`src/rtl/power_stim_sequencer.sv`:
```
`default_nettype none
// ============================================================================
// Module   : power_stim_sequencer
// Purpose  : Plaintext / trigger sequencer for side-channel trace capture.
//            Produces per-slot plaintext (LFSR, fixed, or TVLA interleave),
//            a load pulse, a scope trigger window, and captures the result.
// Revision : 1.0  initial release
// ============================================================================
module power_stim_sequencer #(
  parameter int              DATA_W     = 128,
  parameter logic [DATA_W-1:0] LFSR_SEED  = 128'hACE1ACE159C359C3B386B386670D670C,
  parameter logic [DATA_W-1:0] LFSR_TAPS  = (128'd1 << 127) | (128'd1 << 109) |
                                            (128'd1 << 85)  | 128'd1,
  parameter logic [DATA_W-1:0] FIXED_TEXT = '0,
  parameter int              PERIOD     = 256,
  parameter int              START_AT   = 240
) (
  input  logic              clk,
  input  logic              rst,
  input  logic              enable_i,
  input  logic [1:0]        mode_i,
  input  logic              busy_i,
  input  logic [DATA_W-1:0] result_i,
  output logic              start_o,
  output logic [DATA_W-1:0] text_o,
  output logic              class_o,
  output logic              trigger_o,
  output logic [DATA_W-1:0] result_o,
  output logic              result_valid_o,
  output logic [15:0]       trace_cnt_o,
  output logic [7:0]        overrun_cnt_o
);

  localparam int CNT_W = (PERIOD > 1) ? $clog2(PERIOD) : 1;
  // Last slot cycle, and the cycle whose closing edge performs the text update
  localparam logic [CNT_W-1:0] CNT_LAST = CNT_W'(PERIOD - 1);
  localparam logic [CNT_W-1:0] CNT_UPD  = CNT_W'(START_AT - 1);
  localparam logic [15:0]      CLS_TAPS = 16'hB400;
  localparam logic [15:0]      CLS_SEED = 16'hACE1;
  localparam logic [1:0]       MODE_FIXED = 2'd1;
  localparam logic [1:0]       MODE_TVLA  = 2'd2;

  typedef enum logic [0:0] {
    IDLE = 1'b0,
    RUN  = 1'b1
  } state_t;

  state_t            state;
  logic [CNT_W-1:0]  cnt;
  logic [1:0]        mode_q;
  logic [DATA_W-1:0] lfsr;
  logic [15:0]       cls_lfsr;
  logic              pending;
  logic              seen;

  logic [DATA_W-1:0] lfsr_step;
  logic [15:0]       cls_step;
  logic              draw;
  logic              in_run;
  logic              at_upd;
  logic              issue;
  logic              take_random;

  assign lfsr_step = {lfsr[DATA_W-2:0], ^(lfsr & LFSR_TAPS)};
  assign draw      = ^(cls_lfsr & CLS_TAPS);
  assign cls_step  = {cls_lfsr[14:0], draw};
  assign in_run    = (state == RUN);
  assign at_upd    = in_run && (cnt == CNT_UPD);
  // start_o is registered, so busy is judged in the cycle before the start slot
  assign issue     = at_upd && !busy_i;
  assign take_random = (mode_q == MODE_TVLA)  ? draw :
                       (mode_q == MODE_FIXED) ? 1'b0 : 1'b1;

  // Slot FSM: idle/run control, slot counter and mode latching
  always_ff @(posedge clk) begin
    if (rst) begin
      state  <= IDLE;
      cnt    <= '0;
      mode_q <= 2'd0;
    end else begin
      case (state)
        IDLE: begin
          cnt <= '0;
          if (enable_i) begin
            mode_q <= mode_i;
            state  <= RUN;
          end
        end
        RUN: begin
          if (cnt == CNT_LAST) begin
            cnt <= '0;
            if (!enable_i) begin
              state <= IDLE;
            end else begin
              mode_q <= mode_i;
            end
          end else begin
            cnt <= cnt + 1'b1;
          end
        end
        default: begin
          state <= IDLE;
          cnt   <= '0;
        end
      endcase
    end
  end

  // Plaintext generation; the main LFSR only advances for random-class slots
  always_ff @(posedge clk) begin
    if (rst) begin
      lfsr     <= LFSR_SEED;
      text_o   <= LFSR_SEED;
      cls_lfsr <= CLS_SEED;
      class_o  <= 1'b1;
    end else if (at_upd) begin
      if (mode_q == MODE_TVLA) begin
        cls_lfsr <= cls_step;
      end
      if (take_random) begin
        lfsr    <= lfsr_step;
        text_o  <= lfsr_step;
        class_o <= 1'b1;
      end else begin
        text_o  <= FIXED_TEXT;
        class_o <= 1'b0;
      end
    end
  end

  // Load pulse, trigger window and trace/overrun statistics
  always_ff @(posedge clk) begin
    if (rst) begin
      start_o       <= 1'b0;
      trigger_o     <= 1'b0;
      trace_cnt_o   <= '0;
      overrun_cnt_o <= '0;
    end else begin
      start_o   <= issue;
      trigger_o <= in_run && (cnt != CNT_LAST) && (cnt >= CNT_UPD);
      if (issue) begin
        trace_cnt_o <= trace_cnt_o + 16'd1;
      end
      if (at_upd && busy_i && (overrun_cnt_o != 8'hFF)) begin
        overrun_cnt_o <= overrun_cnt_o + 8'd1;
      end
    end
  end

  // Result capture: wait for the core to go busy, then take result when it drops
  always_ff @(posedge clk) begin
    if (rst) begin
      pending        <= 1'b0;
      seen           <= 1'b0;
      result_o       <= '0;
      result_valid_o <= 1'b0;
    end else begin
      result_valid_o <= 1'b0;
      if (issue) begin
        pending <= 1'b1;
        seen    <= 1'b0;
      end else if (pending) begin
        if (busy_i) begin
          seen <= 1'b1;
        end else if (seen) begin
          result_o       <= result_i;
          result_valid_o <= 1'b1;
          pending        <= 1'b0;
          seen           <= 1'b0;
        end
      end
    end
  end

endmodule
`default_nettype wire

```
`config.mk`:
```
export PLATFORM = sky130hd
export DESIGN_NAME = power_stim_sequencer
export DESIGN_NICKNAME = d
export VERILOG_FILES = /design/src/rtl/power_stim_sequencer.sv
export SDC_FILE = /design/constraint.sdc
export NUM_CORES = 1
export LEC_CHECK = 0
export BUFFER_PORTS_ARGS = -buffer_cell sky130_fd_sc_hd__clkbuf_2
export CAP_MARGIN = 20
export CORE_MARGIN = 3
export CORE_UTILIZATION = 30
export DETAILED_ROUTE_END_ITERATION = 10
export GPL_TIMING_DRIVEN = 0
export PLACE_DENSITY_LB_ADDON = 0.2
export RECOVER_POWER = 100
export SETUP_SLACK_MARGIN = 0.3
export SYNTH_ARGS = -nofsm -noshare
export SYNTH_HDL_FRONTEND = slang
export SYNTH_SLANG_ARGS = --single-unit
```
`constraint.sdc`:
```
create_clock -name clk -period 3.5 [get_ports clk]
set_input_delay 0.525 -clock clk [delete_from_list [all_inputs] [get_ports clk]]
set_output_delay 0.525 -clock clk [all_outputs]
set_load 0.1 [all_outputs]
```
Word level (Yosys, flattened, before mapping)
Cells that the tools add are included.
{"block": "classes", "n_eq_ne": 7, "bitwise_logic": 4, "mux": 18, "n_reduce_logical": 14, "magnitude_cmp": 1, "addsub": 3}
{"op": "$mux 128", "n": 1}
{"op": "$reduce_xor 128->1", "n": 1}
{"op": "$add 16x1->16 const B", "n": 1}
{"op": "$add 8x1->8 const B", "n": 2}
{"op": "$eq 8x8->1 const B", "n": 2}
{"op": "$ne 8x8->1 const B", "n": 2}
{"op": "$pmux 8 s2", "n": 1}
{"op": "$reduce_xor 16->1", "n": 1}
{"op": "$mux 1", "n": 11}
{"op": "$ge 8x8->1 const B", "n": 1}
{"op": "$mux 8", "n": 1}
{"op": "$logic_and 1x1->1", "n": 6}
{"op": "$mux 2", "n": 2}
{"op": "$not 1->1", "n": 4}
{"op": "$pmux 2 s2", "n": 1}
{"op": "$reduce_and 2->1", "n": 2}
{"op": "$reduce_and 4->1", "n": 1}
{"op": "$reduce_or 4->1", "n": 1}
{"op": "$eq 2x1->1 const B", "n": 1}
{"op": "$eq 2x2->1 const B", "n": 1}
{"op": "$ne 2x1->1 const B", "n": 1}
{"op": "$pmux 1 s2", "n": 1}
{"op": "$reduce_or 2->1", "n": 1}
{"op": "$logic_not 1->1", "n": 1}
{"block": "totals", "output_inout_bits": 284, "ff_bits": 441, "word_cells": 62}

Depth between registers and ports, before layout
{"block": "depth", "ltp_word": 5, "ltp_mapped": 8, "ltp_nobuf": 5}

Worst setup path before layout
Ideal clock, no wire load.
{"block": "synth_timing", "path_type": "register to register", "from": "reg overrun_cnt_o[1]", "to": "reg overrun_cnt_o[7]", "slack_ps": 1242, "arrival_time_ps": 2155, "path_buffers": 1, "stages_incl_launch_ff": 7, "path_cell_list": "dfxtp_1 > ha_1 > and3_1 > and3_1 > clkbuf_1 > o311ai_0 > o41ai_1"}
{"block": "synth_via", "elab_chain_cells": 2, "word_cells_on_any_way": 3, "classes_between": "add/sub: 1; eq/ne: 1; reduce/logical: 1"}
{"element": "from (decl)", "line_no": "31", "source": "output logic [7:0] overrun_cnt_o"}
{"element": "from (signal assigned)", "line_no": "145", "source": "overrun_cnt_o <= overrun_cnt_o + 8'd1;"}
{"element": "branches (longest 2 deep; another with $add 8x1->8)"}
Parallel ways; which one is timed is not known.
A chain may end at the register's enable or synchronous reset.

Final worst setup path
{"block": "layout_timing", "from": "reg cnt[0]", "to": "reg lfsr[47]"}
{"block": "layout_via", "elab_chain_cells": 3}
{"element": "from (decl)", "line_no": "49", "source": "logic [CNT_W-1:0] cnt;"}
{"element": "from (signal assigned)", "line_no": "98", "source": "cnt <= cnt + 1'b1;"}
{"element": "$eq 8x8->1", "line_no": "68", "source": "assign at_upd = in_run && (cnt == CNT_UPD);"}
{"element": "$logic_and 1x1->1", "line_no": "68"}
{"element": "$reduce_and 2->1 (no line)"}
{"element": "to (signal assigned)", "line_no": "121", "source": "lfsr <= lfsr_step;"}
{"element": "to (decl)", "line_no": "51", "source": "logic [DATA_W-1:0] lfsr;"}
Every way passes these cells.

==> results.sh <==
export IMPL_start_util_pct=30.6
export IMPL_synthDistinctLibCells=49
export IMPL_finalCriticalPeriod_ns=2.95
export IMPL_die_h_um=238
export IMPL_top_layer="met4"
export IMPL_cts_setup_buffers=0
export IMPL_syn_area_um2=16200
export IMPL_worst_path_max_fanout=10
export IMPL_slew_headroom_pct=-3.79
export IMPL_met2_length_um=27100
export IMPL_ys_flop_type="dfxtp_1"
export IMPL_wl_per_cell_um=19.8
export IMPL_postCtsHoldBufs=0
export IMPL_fin_tns_setup_ns=0
export IMPL_vdd_ir_drop_max_v=0.000340
export IMPL_power_density_nw_per_um2=527
export IMPL_cts_buffer_depth=3
export IMPL_grt_pass1_wl_um=83100
export IMPL_cap_violations=1
export IMPL_final_max_slew_viol_count=8
export IMPL_numCtsBuffers=50
export IMPL_synthCells=1655
export IMPL_cp_end_kind="flip-flop"
export IMPL_path_class="flip-flop to flip-flop"
export IMPL_synth_edf_count=0
export IMPL_ys_seq_area_share_pct=54.5
export IMPL_synth_top_cell_area_share_pct=54.5
export IMPL_final_nets=2262
export IMPL_synth_area_leader_cell="dfxtp_1"
export IMPL_startpoint_type="flip-flop"
export IMPL_drt_first_iter_violations=844
export IMPL_areaGrowthSynthToFinish_pct=26.3
export IMPL_required_ns=4.01
export IMPL_cp_arrival_ns=3.45
export IMPL_timing_fmax_mhz=340
export IMPL_yosysWarnings=0
export IMPL_cts_resized=0
export IMPL_routed_wl_um=56500
export IMPL_core_area_um2=53000
export IMPL_cts_tree="done"
export IMPL_syn_mean_instance_area_um2=9.80
export IMPL_cts_root_buf="clkbuf_16"
export IMPL_gp_congestion=0.818
export IMPL_clk_pin_slew_ns=0.06
export IMPL_drc=0
export IMPL_async_flop_share_pct=0
export IMPL_yosys_register_bits=441
export IMPL_dieWidth_um=238
export IMPL_synth_most_common_cell="dfxtp_1"
export IMPL_row_count=84
export IMPL_portBuffers=417
export IMPL_ant_nets=0
export IMPL_period_share_pct=84.1
export IMPL_clock_latency_ns=0.58
export IMPL_die_area_um2=56900
export IMPL_ios=418
export IMPL_grt_max_degree=14
export IMPL_grt_pass1_vias=13400
export IMPL_violations="max-capacitance violations, max-slew violations"
export IMPL_worst_pin_slew_ns=1.54
export IMPL_grtUsageTotal_pct=19.0
export IMPL_min_path_type="primary input to flip-flop"
export IMPL_synth_nets=1793
export IMPL_wl_met1_um=25200
export IMPL_antenna_found_initial=3
export IMPL_clock_sinks=441
export IMPL_p_leak_nw=7.98
export IMPL_drive_gt1_share_pct=11.5
export IMPL_final_cell_count_no_fill=2852
export IMPL_synth_area_top_cells="dfxtp_1 (54%), mux2i_1 (11%), nor2_1 (3.8%), nand2_1 (3.8%), o211ai_1 (3.4%)"
export IMPL_overflow=0
export IMPL_fin_skew_ns=0.0175
export IMPL_place_hpwl_um=42700
export IMPL_ys_top_cells_by_count="dfxtp_1 (441), mux2i_1 (180), nor2_1 (166)"
export IMPL_first_pass_iters=5
export IMPL_htreeDepth=2
export IMPL_setup_violations_final=0
export IMPL_hold_viol=0
export IMPL_rsz0062_at_grt="false"
export IMPL_dp_cells=2760
export IMPL_route_met3_wl_um=2760
export IMPL_vias=14000
export IMPL_via_per_inst=4.90
export IMPL_power_total_mw=10.8
export IMPL_status="finished with violations"
[layout by cell type (no fill, tap or decap), types with 3 or more instances in the layout]
master | Yosys | layout
buf_4 | 18 | 12
and4_1 | 3 | 3
clkbuf_16 | 0 | 53
nor2_1 | 166 | 166
nor3_1 | 6 | 6
o2111ai_1 | 63 | 63
dfxtp_1 | 441 | 441
xnor2_1 | 11 | 11
or3_1 | 9 | 9
clkinvlp_4 | 0 | 3
clkinv_2 | 0 | 6
nor2b_1 | 11 | 11
ha_1 | 4 | 4
and3_1 | 7 | 7
mux2_1 | 0 | 6
bufinv_16 | 0 | 4
o21ai_0 | 46 | 47
or4_1 | 6 | 6
buf_6 | 4 | 4
o32ai_1 | 35 | 35
nand3_1 | 90 | 90
nand2b_1 | 3 | 3
a21oi_1 | 28 | 28
buf_2 | 27 | 13
o31ai_1 | 6 | 6
xor2_1 | 3 | 3
inv_1 | 100 | 100
clkbuf_2 | 0 | 133
a32o_1 | 19 | 19
nand2_1 | 162 | 162
clkbuf_1 | 88 | 402
o211ai_1 | 74 | 74
nand4_1 | 7 | 7
buf_1 | 4 | 3
mux2i_1 | 180 | 180
clkbuf_8 | 0 | 15
[report_power, final]
part | switching (mW) | internal (mW)
Combinational | 0.206 | 0.0828
Clock | 2.12 | 3.36
Sequential | 0.00293 | 5.02
Total | 2.33 | 8.46
[area by class of cell]
| cell class | instances | area [um^2] |
|---|---|---|
| diodes | 2 | 5.00 |
| plain buffers | 141 | 622 |
| clock buffers | 77 | 1570 |
| clock inverters | 13 | 173 |
| fillers | 5545 | 32500 |
| inverters | 101 | 379 |
| multi-input cells | 972 | 6310 |
| flip-flops and latches | 441 | 8830 |
| well taps | 688 | 861 |
| repair buffers | 417 | 1730 |
[kinds of logic after synthesis]
kind of cell / share of synthesized area [%]
buffers and inverters: 6.41
and+or+nand+nor: 13.0
adders and majority gates: 0.309
DFF: 54.5
AOI/OAI and AO/OA: 13.1
muxes: 11.9
xor gates and xnor gates: 0.857
[critical path, stage by stage, from the launching register on]
cell and delay (ns):
dfxtp_1 0.39, ha_1 0.24, and4b_1 0.20, clkbuf_1 0.36
and2_0 0.24, buf_2 0.36, clkbuf_1 0.48, o2111ai_1 0.40
o211ai_1 0.20
[flip-flops by register name, indices dropped and copies added (netlist names)]
register        flops
seen                1
start_o             1
result_o          128
cnt                 8
result_valid_o      1
trace_cnt_o        16
class_o             1
overrun_cnt_o       8
text_o            128
trigger_o           1
mode_q              2
lfsr              128
pending             1
cls_lfsr           16
in_run              1
[final timing paths]
path                       startpoint                   endpoint  slack [ns]  depth (start not counted)
max                 cnt[0]$_SDFF_PP0_      lfsr[47]$_SDFFE_PP1P_        0.55                          8
min                      result_i[53]  result_o[53]$_SDFFE_PP0P_        0.18                          3
max reg2reg         cnt[0]$_SDFF_PP0_      lfsr[47]$_SDFFE_PP1P_        0.55                          8
min reg2reg  cls_lfsr[0]$_SDFFE_PP1P_   cls_lfsr[1]$_SDFFE_PP0P_        0.46                          2
[through the flow]
| stage | utilization (%) | hold slack (ns) | instance area (um^2) | setup WS, ns |
|---|---|---|---|---|
| after global placement | 36.2 | 0.446 | 19200 | 0.819 |
| after global routing | 38.6 | 0.159 | 20500 | 0.347 |
| after detailed placement | 36.2 | 0.446 | 19200 | 0.796 |
| after floorplan | - | 0.433 | 16200 | 1.24 |
| final | 38.6 | 0.180 | 20500 | 0.555 |
| after CTS | 39.5 | 0.137 | 20900 | 0.758 |
[routing by layer]
layer,track usage [%],up-vias
met5,0,-
met4,5.53,0
met3,4.22,90
met2,31.2,344
met1,25.0,6794
li1,-,6752
No activity file was read; power rests on OpenSTA's default activity.
